$ cat config.mk
export PLATFORM = sky130hd
export DESIGN_NAME = mode_switch_sequencer
export DESIGN_NICKNAME = d
export VERILOG_FILES = /design/src/rtl/my_types.sv /design/src/rtl/mode_code_decoder.sv /design/src/rtl/mode_switch_sequencer.sv
export SDC_FILE = /design/constraint.sdc
export NUM_CORES = 1
export LEC_CHECK = 0
export BUFFER_PORTS_ARGS = -buffer_cell sky130_fd_sc_hd__buf_2
export CORE_MARGIN = 1
export CORE_UTILIZATION = 50
export DETAILED_ROUTE_END_ITERATION = 8
export PLACE_DENSITY = 0.76
export SYNTH_ARGS = -nofsm -noshare
export SYNTH_HDL_FRONTEND = slang
export SYNTH_SLANG_ARGS = --single-unit
$ cat constraint.sdc
create_clock -name clock -period 4.64 [get_ports clock]
set_input_delay 0.232 -clock clock [delete_from_list [all_inputs] [get_ports clock]]
set_output_delay 0.232 -clock clock [all_outputs]
set_load 0.01 [all_outputs]
$ cat src/rtl/my_types.sv
// my_types: video-mode, mode-code and sequencer-state definitions shared by the sequencer and its bench
package my_types;
    typedef enum logic [2:0] {
        VIDEO_MODE_1080P,
        VIDEO_MODE_1080I,
        VIDEO_MODE_720P,
        VIDEO_MODE_480P,
        VIDEO_MODE_480I
    } VideoMode;
    typedef enum logic [2:0] {IDLE, BLANK, PLL_RST, WAIT_LOCK, SETTLE, APPLY} seq_state_t;
    localparam logic [7:0] MODE_1080p = 8'h01;
    localparam logic [7:0] MODE_1080i = 8'h02;
    localparam logic [7:0] MODE_720p  = 8'h03;
    localparam logic [7:0] MODE_480p  = 8'h04;
    localparam logic [7:0] MODE_480i  = 8'h05;
endpackage

$ cat src/rtl/mode_code_decoder.sv
// mode_code_decoder: maps an 8-bit requested mode code onto a VideoMode plus a valid flag
module mode_code_decoder
    import my_types::*;
(
    input  logic [7:0] code_i,
    output VideoMode   mode_o,
    output logic       valid_o
);
    assign valid_o = code_i inside {MODE_1080p, MODE_1080i, MODE_720p, MODE_480p, MODE_480i};
    assign mode_o  = code_i == MODE_1080i ? VIDEO_MODE_1080I :
                     code_i == MODE_720p  ? VIDEO_MODE_720P  :
                     code_i == MODE_480p  ? VIDEO_MODE_480P  :
                     code_i == MODE_480i  ? VIDEO_MODE_480I  : VIDEO_MODE_1080P;
endmodule

$ cat src/rtl/mode_switch_sequencer.sv
// mode_switch_sequencer: blanks video, reconfigures the pixel PLL and applies a newly requested mode.
// Define MODE_SWITCH_RETRY_EN to retry a lost PLL lock up to three times before flagging lock_error.
module mode_switch_sequencer
    import my_types::*;
#(
    parameter int BLANK_CYCLES   = 16,
    parameter int PLL_RST_CYCLES = 64,
    parameter int LOCK_TIMEOUT   = 1048576,
    parameter int SETTLE_CYCLES  = 1024
) (
    input  logic       clock,
    input  logic       reset,
    input  logic [7:0] mode_req,
    input  logic       pll_locked,
    output logic       pll_reset,
    output VideoMode   pll_mode,
    output VideoMode   videoMode,
    output logic       blank,
    output logic       mode_applied,
    output logic       busy,
    output logic       lock_error
);
    localparam int M1 = BLANK_CYCLES > PLL_RST_CYCLES ? BLANK_CYCLES : PLL_RST_CYCLES;
    localparam int M2 = LOCK_TIMEOUT > SETTLE_CYCLES ? LOCK_TIMEOUT : SETTLE_CYCLES;
    localparam int CW = $clog2((M1 > M2 ? M1 : M2) + 1);
    localparam logic [CW-1:0] BLANK_LAST  = CW'(BLANK_CYCLES - 1);
    localparam logic [CW-1:0] RST_LAST    = CW'(PLL_RST_CYCLES - 1);
    localparam logic [CW-1:0] LOCK_LAST   = CW'(LOCK_TIMEOUT - 1);
    localparam logic [CW-1:0] SETTLE_LAST = CW'(SETTLE_CYCLES - 1);
`ifdef MODE_SWITCH_RETRY_EN
    localparam logic [1:0] LAST_TRY = 2'd3;
`else
    localparam logic [1:0] LAST_TRY = 2'd0;
`endif

    seq_state_t    state_q, state_d;
    logic [CW-1:0] cnt_q, cnt_d;
    logic [1:0]    try_q, try_d;
    logic [7:0]    req_q;
    VideoMode      tgt_q, tgt_d, pll_mode_q, pll_mode_d, mode_q, dec_mode;
    logic          applied_q, err_q, err_d, dec_valid, req_new, restart;

    mode_code_decoder u_dec (.code_i(mode_req), .mode_o(dec_mode), .valid_o(dec_valid));

    // A request only counts on the cycle the code changes; re-requesting the live mode is a no-op
    assign req_new    = dec_valid && mode_req != req_q && !(state_q == IDLE && dec_mode == mode_q);
    assign restart    = req_new && state_q inside {PLL_RST, WAIT_LOCK, SETTLE};
    assign tgt_d      = req_new ? dec_mode : tgt_q;
    assign pll_mode_d = state_d == PLL_RST && (state_q != PLL_RST || restart) ? tgt_d : pll_mode_q;

    always_comb begin
        state_d = state_q;
        cnt_d   = cnt_q + 1'b1;
        try_d   = try_q;
        err_d   = err_q;
        case (state_q)
            IDLE: begin
                cnt_d = '0;
                if (req_new) state_d = BLANK;
            end
            BLANK: if (cnt_q == BLANK_LAST) begin
                state_d = PLL_RST;
                cnt_d   = '0;
                try_d   = '0;
            end
            PLL_RST: if (cnt_q == RST_LAST) begin
                state_d = WAIT_LOCK;
                cnt_d   = '0;
            end
            WAIT_LOCK: if (pll_locked) begin
                state_d = SETTLE;
                cnt_d   = '0;
            end else if (cnt_q == LOCK_LAST) begin
                cnt_d   = '0;
                state_d = try_q == LAST_TRY ? IDLE : PLL_RST;
                err_d   = try_q == LAST_TRY;
                try_d   = try_q + 1'b1;
            end
            SETTLE: if (!pll_locked) begin
                state_d = WAIT_LOCK;
                cnt_d   = '0;
            end else if (cnt_q == SETTLE_LAST) begin
                state_d = APPLY;
                cnt_d   = '0;
            end
            APPLY: begin
                state_d = IDLE;
                cnt_d   = '0;
                err_d   = 1'b0;
            end
            default: state_d = IDLE;
        endcase
        if (restart) begin
            state_d = PLL_RST;
            cnt_d   = '0;
            try_d   = '0;
        end
    end

    always_ff @(posedge clock) begin
        req_q <= mode_req;
        if (reset) begin
            state_q    <= BLANK;
            cnt_q      <= '0;
            try_q      <= '0;
            tgt_q      <= VIDEO_MODE_1080P;
            pll_mode_q <= VIDEO_MODE_1080P;
            mode_q     <= VIDEO_MODE_1080P;
            applied_q  <= 1'b0;
            err_q      <= 1'b0;
        end else begin
            state_q    <= state_d;
            cnt_q      <= cnt_d;
            try_q      <= try_d;
            tgt_q      <= tgt_d;
            pll_mode_q <= pll_mode_d;
            mode_q     <= state_q == APPLY ? pll_mode_q : mode_q;
            applied_q  <= state_q == APPLY;
            err_q      <= err_d;
        end
    end

    assign pll_reset    = state_q == PLL_RST;
    assign pll_mode     = pll_mode_q;
    assign videoMode    = mode_q;
    assign busy         = state_q != IDLE;
    assign blank        = busy || err_q;
    assign mode_applied = applied_q;
    assign lock_error   = err_q;
endmodule

# Word-level counts from Yosys, hierarchy flattened
# Cells that the tools add are included.
dict set report totals {
  wordCells 80
  register_bits 45
}
dict set report classes {
  n_addsub 2
  n_eq_ne 21
  reduce_logical 19
  n_mux 29
}
# op count
set op_table {}
lappend op_table {{two-way mux 21 bit} 6}
lappend op_table {{case mux 21 bit (5 select lines)} 1}
lappend op_table {{two-way mux 3 bit} 13}
lappend op_table {{adder 21 x 1 -> 21 bit (second input constant)} 1}
lappend op_table {{equality test 21 x 10 -> 1 bit (second input constant)} 1}
lappend op_table {{equality test 21 x 20 -> 1 bit (second input constant)} 1}
lappend op_table {{equality test 21 x 4 -> 1 bit (second input constant)} 1}
lappend op_table {{equality test 21 x 6 -> 1 bit (second input constant)} 1}
lappend op_table {{equality test 8 x 2 -> 1 bit (second input constant)} 2}
lappend op_table {{equality test 8 x 3 -> 1 bit (second input constant)} 2}
lappend op_table {{case mux 3 bit (5 select lines)} 1}
lappend op_table {{equality test 3 x 2 -> 1 bit (second input constant)} 3}
lappend op_table {{equality test 8 x 1 -> 1 bit (second input constant)} 1}
lappend op_table {{two-way mux 2 bit} 4}
lappend op_table {{inequality test 8 bit} 1}
lappend op_table {{equality test 3 bit (second input constant)} 2}
lappend op_table {{nonzero test 3 bit} 2}
lappend op_table {{logical AND 1 bit} 5}
lappend op_table {{nonzero test 5 bit} 1}
lappend op_table {{inequality test 2 bit (second input constant)} 2}
lappend op_table {{case mux 2 bit (2 select lines)} 1}
lappend op_table {{AND reduction 4 bit} 1}
lappend op_table {{nonzero test 2 bit} 2}
lappend op_table {{OR reduction 2 bit} 2}
lappend op_table {{other kinds (12)} 14}

# Logic depth before layout (Yosys ltp)
# Gate-level depths: netlist of run 1.
dict set report depth {
  ltp_word 14
  mapped_depth 10
  ltp_nobuf 8
}

# By module
# From an unflattened synthesis of run 1, not the netlist that was laid out.
dict set report unflattened {
  hier_cells 244
  area_unflattened_um2 2292.2
}
# mod instances cells_each area_per_inst_um2
set modules_own_cells {}
lappend modules_own_cells {mode_switch_sequencer 1 234 2217.1}
lappend modules_own_cells {mode_code_decoder 1 10 75.1}

# Worst setup path before layout of run 1
# OpenSTA, ideal clock, no wires.
dict set report synth_path {
  path_type {reg2reg}
  from {register cnt_q[0]}
  to {register pll_mode_q[0] (netlist: pll_mode[0])}
  path_stages_with_launch 10
  slack_ps 2136
  required_ps 4517
  arrival_ps 2380
  setup_time_ps 123
  path_buffers 1
  path_cell_list {dfxtp_1 > ha_1 > nand3_2 > or4_4 > buf_6 > o31a_1 > a211o_1 > nand3b_4 > nand4_2 > mux2_1}
}
dict set report synth_between {
  elab_chain_len 7
}
# element line_no
set synth_rtl {}
lappend synth_rtl {{from (decl)} mode_switch_sequencer.sv:37} ;# logic [CW-1:0] cnt_q, cnt_d;
lappend synth_rtl {{from (signal assigned)} mode_switch_sequencer.sv:113} ;# cnt_q <= cnt_d;
lappend synth_rtl {{equality test 21 x 10 -> 1 bit or equality test 21 x 20 -> 1 bit (tied branches)} {mode_switch_sequencer.sv:82, mode_switch_sequencer.sv:73}}
lappend synth_rtl {{two-way mux 3 bit, on equally long branches} {mode_switch_sequencer.sv:82, mode_switch_sequencer.sv:73}}
lappend synth_rtl {{two-way mux 3 bit, on equally long branches} {mode_switch_sequencer.sv:79, mode_switch_sequencer.sv:70}}
lappend synth_rtl {{case mux 3 bit (5 select lines) (*)} mode_switch_sequencer.sv:56} ;# case (state_q)
lappend synth_rtl {{two-way mux 3 bit (*)} mode_switch_sequencer.sv:93} ;# if (restart) begin
lappend synth_rtl {{equality test 3 x 2 -> 1 bit (*)} mode_switch_sequencer.sv:49} ;# assign pll_mode_d = state_d == PLL_RST && (state_q != PLL_RST || restart) ? tgt_d : pll_mode_q;
lappend synth_rtl {{logical AND 1 bit (*)} mode_switch_sequencer.sv:49}
lappend synth_rtl {{to (signal assigned)} mode_switch_sequencer.sv:116} ;# pll_mode_q <= pll_mode_d;
lappend synth_rtl {{to (decl)} mode_switch_sequencer.sv:40} ;# VideoMode tgt_q, tgt_d, pll_mode_q, pll_mode_d, mode_q, dec_mode;
# Every way passes the cells marked *; elsewhere a longest branch is shown, timed or not.
# A chain may end at the register's enable or synchronous reset.

# Worst setup path in the final report of run 1
dict set report layout_path {
  from {register cnt_q[0]}
  to {register pll_mode_q[2] (netlist: pll_mode[2])}
}
# Same word-level chain as after synthesis.

==> metrics.txt, run 1 <==
outcome finished clean; Worst setup SP type flip-flop; CTS tree done; clock network fraction of total power around 36%; Worst-Skew Late Latency 0.29 ns; DR pass1 iterations 5; max_slew headroom 57.8%; critical hold path startpoint mode_req[7]; CTS max path bufs 2; Tightest Pin Transition 0.634 ns; Worst VDD drop 0.157 mV; Hold Crit Class input pin to flip-flop; Die Width 68.8 um; yosys warns 0; DP Wirelength 3130 um; RSZ-0062 raised after global routing no; required time worst endpoint 4.81 ns; largest net degree at the start of global routing 22; Iter 0 DRT Violations between 150 and 200; GRT Total Usage 20.0%; Via density 5.52; Worst Setup End Kind flip-flop; io pins 22; r2r setup slk between 2 and 2.5 ns; height of the die 68.8 um; Synth Register Bits 45; Post-synth EDFFs 0; WHS 0.0773 ns; clock transition at the registers of the reported paths 0.08 ns; DRC viols 0; fin crit period 2.62 ns; setup bufs post-CTS 0; Sw Pwr 0.141 mW; n_diodes 0; non-filler cells, final 329; WHS Path Cells 1; Sw Share 21.3%; TritonCTS Buffers 5; P per Cell Area roughly 270 mW/mm^2; Max FO, Critical Path 8; dpl ws between 2 and 2.5 ns; Hold-fix buffers, CTS 0; Comb power frac 4.8%; Root Buffer clkbuf_8; RR Startpoint cnt_q[0]$_SDFF_PP0_; Port Buffers 21; top_reg_cell synth dfxtp_1; first-pass GRT wire length 7110 um; fmax approximately 380 MHz; top post-synthesis cells by area dfxtp_1, nor2_1, xor2_1; Fin Clk Skew 0.00949 ns; fraction of layout cells with a size suffix above 1 13.6%; Arr. time, crit path 2.79 ns; final core occ 59.1%; post-DR wirelength/cell 12.9 um; dpl cells 322; min setup slack post-route around 2.0 ns; FP Rows 23; filler instances 394; cts repair resizes 0; worst r2r dst pll_mode[2]$_SDFFE_PP0P_; R2R cell count 8; critical path class flip-flop to flip-flop; synthesized area 0.00223 mm^2; Slew Limit Fails 0; vias in the first global route 1,602; part of the power in registers between 50% and 60%; Seq/Total Area, Yosys 40.3%; Area Growth Syn to Fin 9.58%; Mapped Cells 259; Leakage 0.926 nW; Avg Synthesized Cell Area roughly 8.6 um^2; fraction of registers with async set/reset 0%; die area 0.00474 mm^2; final hold vios 0; H-Tree Level Count 2; via count of the routed design around 1,800; CORE AREA 0.00414 mm^2; grt ovf 0; Max-cap violations 0; syn nets between 200 and 300; GPL Wtd Cong 0.829; number of distinct library cells after synthesis 50; area share of the leading cell type in the synthesized netlist 40.3%; Routed WL approximately 4200 um; Initial Utilization a little over half; setup_tns 0 ns; CTS sink cnt 45; final setup violation count 0; Final ANT Viol Nets 0; initial antenna violation count 0; fin crit share 56.4%; nets 292; Hold Crit Endpoint req_q[7]$_DFF_P_; biggest area consumer among synthesized cells dfxtp_1; Internal Power 0.522 mW
-- power by group through the flow --
stage          combinational (mW)  sequential, mW  clock [mW]
6_report                   0.0318           0.396       0.236
5_1_grt                    0.0360           0.397       0.261
4_1_cts                    0.0319           0.396       0.249
3_5_place_dp               0.0319           0.405           0
3_3_place_gp               0.0313           0.405           0
2_1_floorplan              0.0204           0.404           0
-- through the flow --
step	area, um^2	power, mW
after floorplan	2230	0.425
after global placement	2360	0.436
after detailed placement	2360	0.437
after CTS	2450	0.676
after global routing	2450	0.693
final	2450	0.663
-- logic make-up (layout without fill, tap and decap cells) --
kind of cell    after synthesis  count (layout)  share of synthesized area [%]
simple gates                126             126                           29.8
flops                        45              45                           40.3
compound gates               35              35                           11.3
xor+xnor                     28              28                           11.0
buf+inv                      16              36                           3.14
mux                           7               7                           3.31
fa+ha+maj                     2               2                           1.12
-- worst max-delay path, stage by stage (launching register included) --
cell and delay (ns):
dfxtp_1 0.37, ha_1 0.23, nand3_2 0.11, or4_4 0.57, o31a_1 0.33, a211o_1 0.27, nand3b_4 0.15, nand4_2 0.13
mux2_1 0.34
-- flip-flops by register name (all words and copies together), names as in the netlist --
register / flops
videoMode: 3
state_q: 3
tgt_q: 3
req_q: 8
mode_applied: 1
pll_mode: 3
lock_error: 1
try_q: 2
cnt_q: 21
-- layer usage --
| metal | vias up | part of all wire [%] | track usage (%) |
|---|---|---|---|
| met3 | 2 | 2.4 | 5.10 |
| met2 | 24 | 47 | 34.1 |
| met1 | 844 | 50 | 24.5 |
| met5 | - | 0 | 0 |
| li1 | 947 | - | - |
| met4 | 0 | 0.31 | 6.63 |
-- layout make-up --
type / instances / area (um^2) / share of cell area (%)
multi-input cells: 198 / 1260 / 51.6
well taps: 50 / 62.6 / 2.56
flip-flops and latches: 45 / 901 / 36.8
inverters: 8 / 30.0 / 1.23
repair buffers: 21 / 105 / 4.29
clock buffers: 7 / 86.3 / 3.53
-- cell usage after synthesis, drive strengths merged, types with 2 or more instances --
cell,count
nor2,47
dfxtp,45
xor2,17
nand2,15
nand3,11
xnor2,11
a21oi,10
nor3,10
inv,8
nand4,8
o21ai,8
clkbuf,5
nand2b,5
nor2b,5
nor4,5
mux2i,4
or3,4
or4,4
a21o,3
buf,3
mux2,3
nand3b,3
a31oi,2
and4,2
ha,2
nand4b,2
o22ai,2
o31a,2
-- worst max path at each step --
stage,to,slack [ns],from
2_1_floorplan,pll_mode[0]$_SDFFE_PP0P_,2.14,cnt_q[0]$_SDFF_PP0_
3_3_place_gp,pll_mode[0]$_SDFFE_PP0P_,2.08,cnt_q[0]$_SDFF_PP0_
3_5_place_dp,pll_mode[2]$_SDFFE_PP0P_,2.02,cnt_q[0]$_SDFF_PP0_
4_1_cts,pll_mode[2]$_SDFFE_PP0P_,2.01,cnt_q[0]$_SDFF_PP0_
5_1_grt,cnt_q[8]$_SDFF_PP0_,1.88,cnt_q[0]$_SDFF_PP0_
6_report,pll_mode[2]$_SDFFE_PP0P_,2.02,cnt_q[0]$_SDFF_PP0_
-- cell usage in the layout (no fill, tap or decap), drive strengths merged, types with 5 or more instances in the layout --
cell type / count
a21oi: 10
buf: 21
clkbuf: 7
dfxtp: 45
inv: 8
nand2: 15
nand2b: 5
nand3: 11
nand4: 8
nor2: 47
nor2b: 5
nor3: 10
nor4: 5
o21ai: 8
xnor2: 11
xor2: 17
Power figures use the tool's default switching activity.
==> run 2, diff against run 1 <==
- ABC_AREA: unset -> 1
- clock period: 4.64 -> 2.54 ns (I/O delays scaled with it)
==> run 2 against run 1 <==
  * The run now ends with design-rule violations left
  * Register-to-register slack worse by 1.6 ns
  * Non-clock buffer count up 8
  * Cell count up 24%
  * Utilization up 2.4 points
  * Design area up 12%
  * Area after synthesis up 7.6%
  * Sequential share of layout area down 4.0 points
  * Global-route usage up 0.57 points
  * Sequential power up 83%
  * Die area up 7.4%
  * Critical path depth up 5
  * Critical endpoint is now cnt_q[20]$_SDFF_PP0_
==> metrics.txt, run 2 <==
outcome complete, but fails checks; failing checks design-rule violations; fin crit period 2.28 ns; Worst Setup End Kind flip-flop; final setup violation count 0; final core occ 61.4%; most frequent cells in the layout nand2_1, dfxtp_1, nor2_1; TritonCTS Buffers 5; vias in the first global route 1,924; synthesized area 0.00240 mm^2; syn nets 335; r2r setup slk ~0.42 ns; Biggest register cnt_q; grt ovf 0; Area Growth Syn to Fin 14.3%; biggest area consumer among synthesized cells dfxtp_1; RSZ-0062 raised after global routing no; Port Buffers 21; dpl ws 0.399 ns; most common cell after layout, fill and taps aside nand2_1; Synth Register Bits 45; R2R cell count 10; CORE AREA approximately 0.0045 mm^2; worst r2r dst cnt_q[20]$_SDFF_PP0_; P per Cell Area 493 mW/mm^2; yosys warns 0; Avg Synthesized Cell Area ~7.5 um^2; Final ANT Viol Nets 0; cts repair resizes 0; met2 usage ~34%; setup bufs post-CTS 0; Post-synth EDFFs 0; Arr. time, crit path between 2 and 2.5 ns; top_reg_cell synth dfxtp_1; fin crit share 89.6%; RR Startpoint cnt_q[0]$_SDFF_PP0_; H-Tree Level Count 2; io pins 22; CTS sink cnt 45; final hold vios 0; largest net degree at the start of global routing 22; Worst VDD drop 0.360 mV; max_slew headroom 57.8%; Root Buffer clkbuf_8; Max-cap violations 0; n_diodes 0; Iter 0 DRT Violations 51; Seq/Total Area, Yosys between 30% and 40%; CTS max path bufs 2; Commonest cells post-synth nand2_1, dfxtp_1, nor2_1; Fin Clk Skew ~0.007 ns; non-filler cells, final approximately 410; die area 0.00509 mm^2; initial antenna violation count 0; Tightest Pin Transition 0.632 ns; first-pass GRT wire length 8200 um; clock transition at the registers of the reported paths ~0.08 ns; GRT Total Usage about a fifth; Worst setup SP type input pin; filler instances 392; fmax ~440 MHz; critical path class input pin to flip-flop; DR pass1 iterations 6; fraction of registers with async set/reset 0%; DRC viols 1; via count of the routed design 2,019; number of distinct library cells after synthesis 33; gr busiest metal met2; Max FO, Critical Path 21; Largest register FFs 21; Crit. Startpoint mode_req[5]; Routed WL ~4600 um; Via density 4.94; top post-synthesis cells by area dfxtp_1, nand2_1, nor2_1; nets 369; height of the die 71.3 um; fraction of layout cells with a size suffix above 1 between 20 and 25%; Die Width approximately 71 um; Worst-Skew Late Latency 0.30 ns; required time worst endpoint roughly 2.8 ns; min setup slack post-route around 0.26 ns; Leakage 1.14 nW; DP Wirelength 3370 um; Slew Limit Fails 0; dpl cells 393; post-DR wirelength/cell 11.3 um; top-count cell post-synth nand2_1; area share of the leading cell type in the synthesized netlist 37.5%; FP Rows 24; GPL Wtd Cong just over 0.8; Hold Crit Class input pin to flip-flop; met3 usage in global routing 6.19%; CTS tree done; Design Power between 1 and 1.5 mW; CP endpoint cnt_q[20]$_SDFF_PP0_; Initial Utilization 53.7%; GRT met1 Usage between 20% and 30%; setup_tns 0 ns; Mapped Cells around 320; biggest regs cnt_q: 21 flops, req_q: 8 flops
## run 2: logic make-up after synthesis
group                      after synthesis  share of synthesized area [%]
AOI/OAI and AO/OA                       26                           6.35
xor gates and xnor gates                22                           8.02
adders and majority gates                2                           1.04
buffers and inverters                   48                           8.12
DFF                                     45                           37.5
and+or+nand+nor                        179                           39.0
## run 2: what timing repair did
| action | 4_1_cts | 5_1_grt |
|---|---|---|
| endpoints found under the setup margin | 0 | 0 |
| hold buffers | 8 | 0 |
| hold endpoints to repair | 8 | 0 |
## run 2: through the flow
| step | instance area, um^2 | hold slack, ns |
|---|---|---|
| after floorplan | 2400 | 0.155 |
| after global routing | 2750 | 0.0901 |
| final | 2750 | 0.0965 |
| after CTS | 2750 | 0.0822 |
| after global placement | 2550 | 0.270 |
| after detailed placement | 2550 | 0.272 |
## run 2: layout make-up
cell class	instances	area [um^2]	area share [%]
multi-input combinational	229	1310	47.6
sequential	45	901	32.8
timing repair buffer	29	185	6.74
inverter	46	173	6.28
clock buffer	7	86.3	3.14
tap	52	65.1	2.37
clock inverter	1	30.0	1.09
## run 2: report_power, final
| group | switching (mW) | internal [mW] |
|---|---|---|
| Combinational | 0.0428 | 0.0342 |
| Clock | 0.235 | 0.321 |
| Sequential | 0.00623 | 0.717 |
| Total | 0.284 | 1.07 |
## run 2: worst min-delay path by stage
stage,start,to,slack (ns),cells past startpoint
after floorplan,mode_req[0],req_q[0]$_DFF_P_,0.15,0
after global placement,mode_req[7],req_q[7]$_DFF_P_,0.27,1
after detailed placement,mode_req[6],req_q[6]$_DFF_P_,0.27,1
after CTS,reset,tgt_q[0]$_SDFF_PP0_,0.08,2
after global routing,reset,tgt_q[0]$_SDFF_PP0_,0.09,2
final,reset,state_q[1]$_SDFF_PP0_,0.1,2
## run 2: worst max-delay path: stages
cell           delay [ns]
dlygate4sd3_1        0.54
buf_2                0.15
inv_1                0.05
nand2_1              0.07
nor2_4               0.17
nand2_1              0.10
nand2_2              0.10
nand2_1              0.05
nand2_1              0.10
nand3_4              0.12
nand3_4              0.11
nand3_2              0.51
a21oi_1              0.29
## run 2: routing by layer
| metal | up-vias | share of wire [%] |
|---|---|---|
| met4 | 0 | 1.6 |
| met5 | - | 0 |
| li1 | 1077 | - |
| met3 | 9 | 5.1 |
| met2 | 37 | 46 |
| met1 | 896 | 47 |
